## src/rtl/div_seq_param.sv

```systemverilog
// rtl/div_seq_param.sv - multicycle restoring divider (DIV/DIVU), one quotient bit per clock
module div_seq_param #(
    parameter int WIDTH = 32
) (
    input  logic             clk,
    input  logic             reset,
    input  logic             start,
    input  logic             signed_op,
    input  logic [WIDTH-1:0] dividend,
    input  logic [WIDTH-1:0] divisor,
    output logic             busy,
    output logic             done,
    output logic             div_zero,
    output logic [WIDTH-1:0] hi,
    output logic [WIDTH-1:0] lo
);
    localparam int CW = $clog2(WIDTH + 1);
    localparam logic [CW-1:0] CNT_INIT = CW'(WIDTH);
    localparam logic [CW-1:0] CNT_ONE  = CW'(1);

    localparam logic [1:0] S_IDLE = 2'd0;
    localparam logic [1:0] S_RUN  = 2'd1;
    localparam logic [1:0] S_FIX  = 2'd2;
    localparam logic [1:0] S_DONE = 2'd3;

    logic [1:0]       state_q, state_d;
    logic             sign_n_q, sign_n_d;
    logic             sign_d_q, sign_d_d;
    logic [WIDTH-1:0] num_q, num_d;
    logic [WIDTH-1:0] den_q, den_d;
    logic [WIDTH-1:0] rem_q, rem_d;
    logic [WIDTH-1:0] quo_q, quo_d;
    logic [CW-1:0]    cnt_q, cnt_d;
    logic [WIDTH-1:0] hi_q, hi_d;
    logic [WIDTH-1:0] lo_q, lo_d;
    logic             div_zero_q, div_zero_d;

    // Trial subtraction is one bit wider than the operands so a divisor with
    // its MSB set never loses the carry out of the shifted remainder.
    logic [WIDTH:0]   trial;
    logic [WIDTH:0]   diff;

    always_comb begin
        state_d    = state_q;
        sign_n_d   = sign_n_q;
        sign_d_d   = sign_d_q;
        num_d      = num_q;
        den_d      = den_q;
        rem_d      = rem_q;
        quo_d      = quo_q;
        cnt_d      = cnt_q;
        hi_d       = hi_q;
        lo_d       = lo_q;
        div_zero_d = div_zero_q;
        trial      = {rem_q, num_q[WIDTH-1]};
        diff       = trial - {1'b0, den_q};

        case (state_q)
            S_IDLE: begin
                if (start) begin
                    sign_n_d = signed_op & dividend[WIDTH-1];
                    sign_d_d = signed_op & divisor[WIDTH-1];
                    num_d    = sign_n_d ? -dividend : dividend;
                    den_d    = sign_d_d ? -divisor : divisor;
                    rem_d    = '0;
                    quo_d    = '0;
                    cnt_d    = CNT_INIT;
                    if (divisor == '0) begin
                        hi_d       = dividend;
                        lo_d       = '1;
                        div_zero_d = 1'b1;
                        state_d    = S_DONE;
                    end else begin
                        div_zero_d = 1'b0;
                        state_d    = S_RUN;
                    end
                end
            end
            S_RUN: begin
                // Dividend bits are consumed MSB first by shifting num left.
                num_d = num_q << 1;
                if (trial >= {1'b0, den_q}) begin
                    rem_d = diff[WIDTH-1:0];
                    quo_d = {quo_q[WIDTH-2:0], 1'b1};
                end else begin
                    rem_d = trial[WIDTH-1:0];
                    quo_d = {quo_q[WIDTH-2:0], 1'b0};
                end
                cnt_d = cnt_q - CNT_ONE;
                if (cnt_q == CNT_ONE) begin
                    state_d = S_FIX;
                end
            end
            S_FIX: begin
                lo_d    = (sign_n_q ^ sign_d_q) ? -quo_q : quo_q;
                hi_d    = sign_n_q ? -rem_q : rem_q;
                state_d = S_DONE;
            end
            default: begin
                state_d = S_IDLE;
            end
        endcase
    end

    always_ff @(posedge clk) begin
        if (reset) begin
            state_q    <= S_IDLE;
            sign_n_q   <= 1'b0;
            sign_d_q   <= 1'b0;
            num_q      <= '0;
            den_q      <= '0;
            rem_q      <= '0;
            quo_q      <= '0;
            cnt_q      <= '0;
            hi_q       <= '0;
            lo_q       <= '0;
            div_zero_q <= 1'b0;
        end else begin
            state_q    <= state_d;
            sign_n_q   <= sign_n_d;
            sign_d_q   <= sign_d_d;
            num_q      <= num_d;
            den_q      <= den_d;
            rem_q      <= rem_d;
            quo_q      <= quo_d;
            cnt_q      <= cnt_d;
            hi_q       <= hi_d;
            lo_q       <= lo_d;
            div_zero_q <= div_zero_d;
        end
    end

    assign busy     = (state_q == S_RUN) || (state_q == S_FIX);
    assign done     = (state_q == S_DONE);
    assign div_zero = div_zero_q;
    assign hi       = hi_q;
    assign lo       = lo_q;
endmodule
```

## config.mk

```make
export PLATFORM = sky130hd
export DESIGN_NAME = div_seq_param
export DESIGN_NICKNAME = d
export VERILOG_FILES = /design/src/rtl/div_seq_param.sv
export SDC_FILE = /design/constraint.sdc
export NUM_CORES = 1
export LEC_CHECK = 0
export CAP_MARGIN = 10
export CORE_MARGIN = 8
export CORE_UTILIZATION = 45
export CTS_BUF_LIST = sky130_fd_sc_hd__clkbuf_16
export CTS_CLUSTER_SIZE = 8
export DETAILED_ROUTE_END_ITERATION = 7
export GPL_ROUTABILITY_DRIVEN = 0
export PLACE_DENSITY = 0.69
export SLEW_MARGIN = 10
export SYNTH_ARGS = -nofsm -noshare
export SYNTH_HDL_FRONTEND = slang
export SYNTH_SLANG_ARGS = --single-unit
```

## constraint.sdc

```tcl
create_clock -name clk -period 4.5 [get_ports clk]
set_clock_uncertainty 0.15 [all_clocks]
set_input_delay 0.675 -clock clk [delete_from_list [all_inputs] [get_ports clk]]
set_output_delay 0.675 -clock clk [all_outputs]
set_load 0.005 [all_outputs]
```

==> results of run 1 <==
[cells in the mapped netlist (13+ instances only)]
cell type	number
a211oi_1	57
o31ai_1	21
ha_1	42
clkbuf_1	97
a21oi_1	128
o41ai_1	15
nor2_1	218
xor2_1	82
nor3_1	24
a311oi_1	39
o211ai_1	14
a31oi_1	14
nor4_1	13
xnor2_1	64
dfxtp_1	203
mux2i_1	17
a21o_1	20
o21ai_0	97
a22oi_1	34
nand2_1	155
nand3_1	18
inv_1	55
or3_1	16
[flip-flops by register name (all words and copies together) (netlist names)]
name and cells:
cnt_q 6, sign_n_q 1, state_q 2, hi 32
num_q 32, lo 32, rem_q 32, sign_d_q 1
den_q 32, div_zero 1, quo_q 32
[routing by layer]
metal / track usage / vias up / part of all wire
li1: - / 5814 / -
met1: 0.281 / 5337 / 0.49
met2: 0.316 / 320 / 0.43
met3: 0.0283 / 43 / 0.060
met4: 0.0529 / 0 / 0.020
met5: 0 / - / 0
[final cells by class]
cell class,instances,share of cell area
clock buffer,29,0.0499
multi-input combinational,1215,0.523
sequential,203,0.280
inverter,55,0.0142
timing repair buffer,152,0.102
tap,341,0.0293
clock inverter,4,0.00138
[cell usage in the layout (no fill, tap or decap), types with 17 or more instances in the layout]
master,synthesis,layout
a311oi_1,39,39
mux2i_1,17,17
clkdlybuf4s50_1,0,133
o31ai_1,21,21
buf_4,0,18
xor2_1,82,82
dfxtp_1,203,203
ha_1,42,41
nor2_1,218,217
a21o_1,20,20
a22oi_1,34,34
o21ai_0,97,97
a21oi_1,128,128
clkbuf_16,0,29
xnor2_1,64,63
inv_1,55,56
nor3_1,24,24
a211oi_1,57,57
nand3_1,18,18
nand2_1,155,155
[through the flow]
stage | power [mW] | hold WS (ps)
after global placement | 4.80 | 286
after global routing | 7.14 | 314
final | 6.71 | 297
after CTS | 6.73 | 300
after detailed placement | 4.84 | 293
after floorplan | 4.06 | 277
[worst max-delay path by stage]
stage	from	to	slack, ps	cells past startpoint
5_1_grt	divisor[0]	lo[4]	560	12
4_1_cts	rem_q[11]	hi[31]	940	8
6_report	rem_q[2]	hi[22]	930	8
2_1_floorplan	rem_q[11]	hi[31]	1240	8
3_3_place_gp	dividend[10]	num_q[26]	570	9
3_5_place_dp	divisor[14]	lo[5]	500	10
[critical path, cell delays in order (launching register included)]
cell	delay [ps]
dfxtp_1	390
or4_1	630
nor4_1	490
or4b_1	680
o41ai_1	430
xor2_1	320
a211oi_1	120
a21oi_1	160
nor2_1	50
[power groups by stage]
stage	clock [mW]	combinational, mW	sequential (mW)
3_3_place_gp	0	2.55	2.25
6_report	1.87	2.61	2.23
5_1_grt	1.98	2.90	2.26
2_1_floorplan	0	1.83	2.23
3_5_place_dp	0	2.58	2.26
4_1_cts	1.91	2.59	2.23
[logic make-up (layout without fill, tap and decap cells)]
logic type | count (synthesis) | after routing | share of synthesized area
adders and majority gates | 43 | 43 | 0.0447
muxes | 18 | 18 | 0.0149
buffers and inverters | 160 | 240 | 0.0495
DFF | 203 | 203 | 0.333
AOI/OAI and AO/OA | 490 | 490 | 0.263
and+or+nand+nor | 518 | 518 | 0.190
xor gates and xnor gates | 146 | 146 | 0.105
==> results.toml, run 1 <==
[outcome]
status = "finished, final reports clean"

[final_layout]
diodes = 0
syn_to_final_growth_pct = 19.0
instances_no_fill = 1999
seqCellArea_um2 = 4060
n_fill_cell = 2565
final_util = 0.542
multi_input_area_um2 = 7610
design_area_um2 = 14500
fin_nets = 1767
drive_gt1_frac = 0.0398

[clocking]
cts.repair.resized = 0
numCtsBuffers = 29
clkSinkCount = 203
path_clk_slew_ps = 50
h-tree-depth = 1
holdBufCountCts = 0
cts_buffer_depth = 3
cts_tree = "done"
clk-insertion-delay-late_ps = 540
clock_tree.root_cell = "clkbuf_16"
post_cts_buffers = 0

[placed_design]
dp.cells = 1966
dp_hpwl_mm = 24.7
place_ws_ps = 499
postPlaceCellArea_um2 = 13800
port-buffer-count = 134

[setup_path]
rr_worst_depth = 8
start_kind = "register"
end_kind = "register"
r2r_slack_ps = 930
worst_ep_arrival_time_ps = 3800
crit_required_ps = 4730
r2r_end = "hi[22]"
crit_type = "register to register"
crit_fanout = 10
r2r_start = "rem_q[2]"

[min_path]
worstHoldEndpoint = "num_q[9]"
hold-path-cell-count = 2
hp-start = "num_q[9]"
hp-class = "register to register"

[pwr]
p_sw_mw = 2.55
p_leak_nw = 5.32
seqPwrFrac = 0.333
powerDensity_nw_per_um2 = 461
power_frac_comb = 0.389
p_clk_frac = 0.278
p_sw_frac = 0.380
ir_drop_v = 0.000334
p_int_mw = 4.16

[timing]
rsz0062_at_grt = "no"
setup_viol = 0
period_share = 0.792
finalMaxSlewViolations = 0
slew_headroom = 0.269
finalSetupTns_ps = 0
fmaxAchievable_ghz = 0.280
period_needed_ps = 3570
worst_pin_slew_ps = 1090
setup_slack_ps = 934
hold_viol = 0

[synth]
synth_seq_area_share = 0.333
yosys-top-cells-area = "dfxtp_1, nor2_1, xor2_1"
syn_area_um2 = 12200
yosysUniqueCellTypes = 66
synth-seq-cells = 203
synth_edf_count = 0
synth_top_area_cell = "dfxtp_1"
synth.avg_cell_area_um2 = 7.74
async_reset_ff_frac = 0
synthCells = 1578
synth_top_area_frac = 0.333
yosysWarnings = 0
syn_nets = 1689
synth_flop_cell = "dfxtp_1"

[floorplanning]
num_io_pins = 135
die_x_um = 181
die_area_um2 = 32700
die_y_um = 181
core-area_um2 = 26800
rows = 60
initial_utilization = 0.456

[route]
routed_wl_mm = 33.9
via_per_inst = 5.76
wl_per_cell_um = 17.0
postRouteAntennaNets = 0
drtIter0Drc = 831
drc = 0
vias = 11514
firstDrtPassIters = 5

[job]
cap_viol_max_count = 0

[global_routing]
grt_antenna_before_repair = 0
grt_max_degree = 97
grt_usage = 0.200
globalRouteOverflowTotal = 0
grt_first_pass_wirelength_mm = 55.8
grt_pass1_vias = 10734
No activity file was read; power rests on OpenSTA's default activity.
==> inputs of run 2 (changes only) <==
--- a/config.mk
+++ b/config.mk
@@ -12,7 +12,7 @@
 export CTS_CLUSTER_SIZE = 8
 export DETAILED_ROUTE_END_ITERATION = 7
 export GPL_ROUTABILITY_DRIVEN = 0
-export PLACE_DENSITY = 0.69
+export PLACE_DENSITY = 0.72
 export SLEW_MARGIN = 10
 export SYNTH_ARGS = -nofsm -noshare
 export SYNTH_HDL_FRONTEND = slang
==> constraint.sdc (replaced) <==
create_clock -name clk -period 3.2 [get_ports clk]
set_clock_uncertainty 0.15 [all_clocks]
set_input_delay 0.48 -clock clk [delete_from_list [all_inputs] [get_ports clk]]
set_output_delay 0.48 -clock clk [all_outputs]
set_load 0.005 [all_outputs]
==> run 2 against run 1 <==
Against the previous run: critical path depth did not move; fmax rose by 13%; register-to-register slack got worse by 900 ps; first-iteration DRC count rose by 13%; highest routed layer unchanged; routed wire length rose by 1.7%; combinational power rose by 50%; die area did not move; sequential share of layout area fell by 1.5 points; largest power group unchanged; non-clock buffer count rose by 90; core utilization rose by 3.0 points; cell count rose by 4.5%.
==> results.toml, run 2 (synthesis results as in run 1) <==
[outcome]
status = "finished, final reports clean"

[final_layout]
diodes = 0
mostFrequentLayoutCells = "nor2_1, dfxtp_1, nand2_1"
fin_nets = 1857
drive_gt1_frac = 0.0950
design_area_um2 = 15300
layout_commonest_cell = "nor2_1"
syn_to_final_growth_pct = 25.6
final_util = 0.572

[timing]
slew_headroom = 0.424
finalMaxSlewViolations = 0
hold_viol = 0
worst_pin_slew_ps = 861
period_needed_ps = 3170
setup_viol = 0
fmaxAchievable_ghz = 0.316
setup_slack_ps = 34.7
rsz0062_at_grt = "yes"
period_share = 0.989

[clocking]
clkSinkCount = 203
clk-insertion-delay-late_ps = 540
numCtsBuffers = 29
cts_buffer_depth = 3
clock_tree.root_cell = "clkbuf_16"
h-tree-depth = 1
path_clk_slew_ps = 50
cts_tree = "done"

[route]
drtIter0Drc = 941
wl_per_cell_um = 16.5
via_per_inst = 5.71
routed_wl_mm = 34.5
drc = 0
postRouteAntennaNets = 0
vias = 11934
firstDrtPassIters = 5

[setup_path]
worst_ep_arrival_time_ps = 3480
critPathMaxStageDelay_ps = 530
slowest_stage = "or4_4"
start_kind = "register"
crit_fanout = 4
crit_type = "register to register"
critPathBufInv = 0
cp-startpoint = "rem_q[13]"
path_common_cell = "or4_4"
crit_required_ps = 3520
end_kind = "register"
worstPathCellList = "or4_4 -> or4b_4 -> or3_4 -> or4_4 -> o31a_1 -> xnor2_1 -> a211o_2 -> a21oi_2"
critPathTopFamily = "simple AND/OR/NAND/NOR gates"
r2r_start = "rem_q[13]"

[global_routing]
grt_usage = 0.203
grt_max_degree = 116
globalRouteOverflowTotal = 0
grt_pass1_vias = 11227
grt_antenna_before_repair = 0
grt_first_pass_wirelength_mm = 56.8

[placed_design]
postPlaceCellArea_um2 = 14500
dp_hpwl_mm = 25.5
place_ws_ps = -416
port-buffer-count = 134

[job]
cap_viol_max_count = 0

[floorplanning]
die_x_um = 181
num_io_pins = 135
initial_utilization = 0.456
die_y_um = 181
rows = 60
die_area_um2 = 32700
core-area_um2 = 26800

[pwr]
ir_drop_v = 0.000576
p_leak_nw = 5.81
total_power_mw = 9.67
powerDensity_nw_per_um2 = 630

[min_path]
hp-class = "input port to register"
hp-start = "reset"
==> run 2: cell types whose count changed in the layout (fill, tap and decap cells not counted), sizes merged <==
| cell | previous run | this run |
|---|---|---|
| buf | 19 | 109 |
| clkinv | 2 | 1 |
| inv | 57 | 58 |
==> run 2: cell type report <==
cell class | count | area (um2)
multi-input cells | 1215 | 7640
fillers | 2464 | 11500
clock inverters | 4 | 21.3
flip-flops and latches | 203 | 4070
inverters | 55 | 206
well taps | 341 | 427
clock buffers | 29 | 726
repair buffers | 242 | 2250
==> run 2: worst min-delay path: cells and delay by family <==
| kind | cells | cell delay [ps] |
|---|---|---|
| compound gates | 1 | 60 |
| simple gates | 2 | 210 |
| buf+inv | 1 | 140 |
==> run 2: what timing repair did <==
item	CTS	global route
setup buffers	2	0
setup endpoints to repair	2	15
hold buffers	0	0
gates resized for setup	1	10
pin swaps	4	5
==> run 2: power breakdown <==
group | internal, mW | switching (mW)
registers | 2.91 | 0.218
clock network | 1.58 | 1.04
logic | 1.54 | 2.38
==> run 2: path summary, 6_finish.rpt <==
| check | to | slack [ps] | depth (start not counted) |
|---|---|---|---|
| hold / removal | rem_q[30] | 260 | 4 |
| setup reg to reg | hi[31] | 30 | 8 |
| hold reg to reg | num_q[15] | 300 | 2 |
| setup / recovery | hi[31] | 30 | 8 |
==> run 2: metal layers <==
| layer | vias to the layer above | global-route usage | part of all wire |
|---|---|---|---|
| li1 | 6011 | - | - |
| met1 | 5517 | 0.275 | 0.47 |
| met2 | 345 | 0.325 | 0.44 |
| met3 | 61 | 0.0331 | 0.062 |
| met4 | 0 | 0.0628 | 0.029 |
| met5 | - | 0 | 0 |
==> run 2: per-stage QoR <==
stage / TNS [ps] / cells / hold slack, ps
floorplan: 0 / 1578 / 277
global placement: -4870 / 2054 / 288
detailed placement: -10520 / 2054 / 290
CTS: 0 / 2089 / 241
global route: -45.8 / 2089 / 263
finish: 0 / 2089 / 261
==> inputs of run 3 (changes only) <==
--- a/config.mk
+++ b/config.mk
@@ -5,11 +5,11 @@
 export SDC_FILE = /design/constraint.sdc
 export NUM_CORES = 1
 export LEC_CHECK = 0
-export CAP_MARGIN = 10
+export CAP_MARGIN = 40
 export CORE_MARGIN = 8
 export CORE_UTILIZATION = 45
 export CTS_BUF_LIST = sky130_fd_sc_hd__clkbuf_16
-export CTS_CLUSTER_SIZE = 8
+export CTS_CLUSTER_SIZE = 16
 export DETAILED_ROUTE_END_ITERATION = 7
 export GPL_ROUTABILITY_DRIVEN = 0
 export PLACE_DENSITY = 0.72
==> run 3 against run 2 <==
Against the previous run: worst setup slack got worse by 32 ps; register-to-register slack got worse by 30 ps; die area unchanged; cell count increased by 0.34%; sequential power about the same; flip-flop and latch count unchanged; total power decreased by 2.2%; core utilization decreased by 0.19 points; first-iteration DRC count decreased by 5.5%.
==> results.toml, run 3 (synthesis results as in run 1) <==
[final_layout]
mostFrequentLayoutCells = "nor2_1, dfxtp_1, nand2_1"
fin_nets = 1851
drive_gt1_frac = 0.0963
layout_commonest_cell = "nor2_1"
n_fill_cell = 2479
multi_input_area_um2 = 7660
seqCellArea_um2 = 4070
diodes = 0
final_util = 0.570
design_area_um2 = 15300
syn_to_final_growth_pct = 25.2

[timing]
period_needed_ps = 3200
rsz0062_at_grt = "yes"
period_share = 0.999
hold_viol = 0
setup_viol = 0
finalMaxSlewViolations = 0
fmaxAchievable_ghz = 0.313
slew_headroom = 0.432
worst_pin_slew_ps = 849

[setup_path]
slowest_stage = "or4_4"
worstPathCellList = "or4_4 -> or4b_4 -> or3_4 -> or4_4 -> o31a_1 -> xnor2_1 -> a211o_2 -> a21oi_2"
crit_required_ps = 3490
crit_type = "register to register"
critPathMaxStageDelay_ps = 550
crit_fanout = 4
worst_ep_arrival_time_ps = 3490
end_kind = "register"
path_common_cell = "or4_4"
start_kind = "register"

[outcome]
status = "finished, final reports clean"

[route]
drc = 0
firstDrtPassIters = 5
vias = 11930
postRouteAntennaNets = 0
via_per_inst = 5.69
drtIter0Drc = 889
wl_per_cell_um = 16.2
routed_wl_mm = 34.0

[floorplanning]
rows = 60
die_area_um2 = 32700
num_io_pins = 135
die_y_um = 181
die_x_um = 181
initial_utilization = 0.456
core-area_um2 = 26800

[pwr]
p_int_mw = 5.83
p_sw_mw = 3.62
p_clk_frac = 0.255
total_power_mw = 9.45
ir_drop_v = 0.000518
powerDensity_nw_per_um2 = 618
seqPwrFrac = 0.331
power_frac_comb = 0.414
p_leak_nw = 5.79
p_sw_frac = 0.383

[global_routing]
grt_first_pass_wirelength_mm = 56.7
grt_pass1_vias = 11147
grt_antenna_before_repair = 0
globalRouteOverflowTotal = 0
grt_max_degree = 116
grt_usage = 0.202

[placed_design]
dp_hpwl_mm = 25.5
postPlaceCellArea_um2 = 14500
port-buffer-count = 134

[clocking]
clk-insertion-delay-late_ps = 510
cts_tree = "done"
path_clk_slew_ps = 60
numCtsBuffers = 23
h-tree-depth = 1
cts_buffer_depth = 3
clkSinkCount = 203
clock_tree.root_cell = "clkbuf_16"
holdBufCountCts = 0

[job]
cap_viol_max_count = 0

[min_path]
hp-class = "input port to register"
[run 3: final timing paths]
kind | from | to | slack [ps] | cells past startpoint
worst max-delay path | rem_q[11] | hi[31] | 3 | 8
worst min-delay path | reset | rem_q[30] | 300 | 4
worst max register to register | rem_q[11] | hi[31] | 3 | 8
worst min register to register | den_q[16] | den_q[16] | 300 | 2
[run 3: area by class of cell]
type | instances | area share
Clock buffer | 23 | 0.0376
Clock inverter | 17 | 0.00704
Inverter | 55 | 0.0135
Multi-Input combinational cell | 1215 | 0.501
Sequential cell | 203 | 0.266
Tap cell | 341 | 0.0279
Timing Repair Buffer | 242 | 0.147
[run 3: repair_timing]
item	CTS	global route
setup endpoints to repair	2	18
pin swaps	4	6
setup buffers	1	1
endpoints found under the hold margin	0	0
gates resized for setup	1	13
[run 3: metal layers]
layer / routed length (um) / track usage / vias up
met5: 0 / 0 / -
met4: 756 / 0.0526 / 0
met3: 2020 / 0.0337 / 45
met2: 15100 / 0.326 / 343
met1: 16100 / 0.275 / 5527
li1: - / - / 6015
[run 3: through the flow]
| step | setup slack (ps) | setup TNS, ps | hold slack [ps] | instances |
|---|---|---|---|---|
| finish | 2.87 | 0 | 296 | 2096 |
| CTS | -35.2 | -35.2 | 286 | 2095 |
| detailed placement | -416 | -10520 | 290 | 2054 |
| floorplan | 7.85 | 0 | 277 | 1578 |
| global route | -83.3 | -83.3 | 296 | 2096 |
| global placement | -388 | -4870 | 288 | 2054 |
[run 3: critical path: cells and delay by family (launching register included)]
family,cells,cell delay [ps]
and+or+nand+nor,4,1850
AOI/OAI and AO/OA,3,690
DFF,1,320
xor gates and xnor gates,1,130
[run 3: power groups by stage]
| stage | Clock, mW | Combinational (mW) | Sequential [mW] |
|---|---|---|---|
| floorplan | 0 | 2.58 | 3.13 |
| global placement | 0 | 3.78 | 3.16 |
| detailed placement | 0 | 3.85 | 3.18 |
| CTS | 2.46 | 3.87 | 3.13 |
| global route | 2.57 | 4.33 | 3.17 |
| finish | 2.41 | 3.91 | 3.13 |
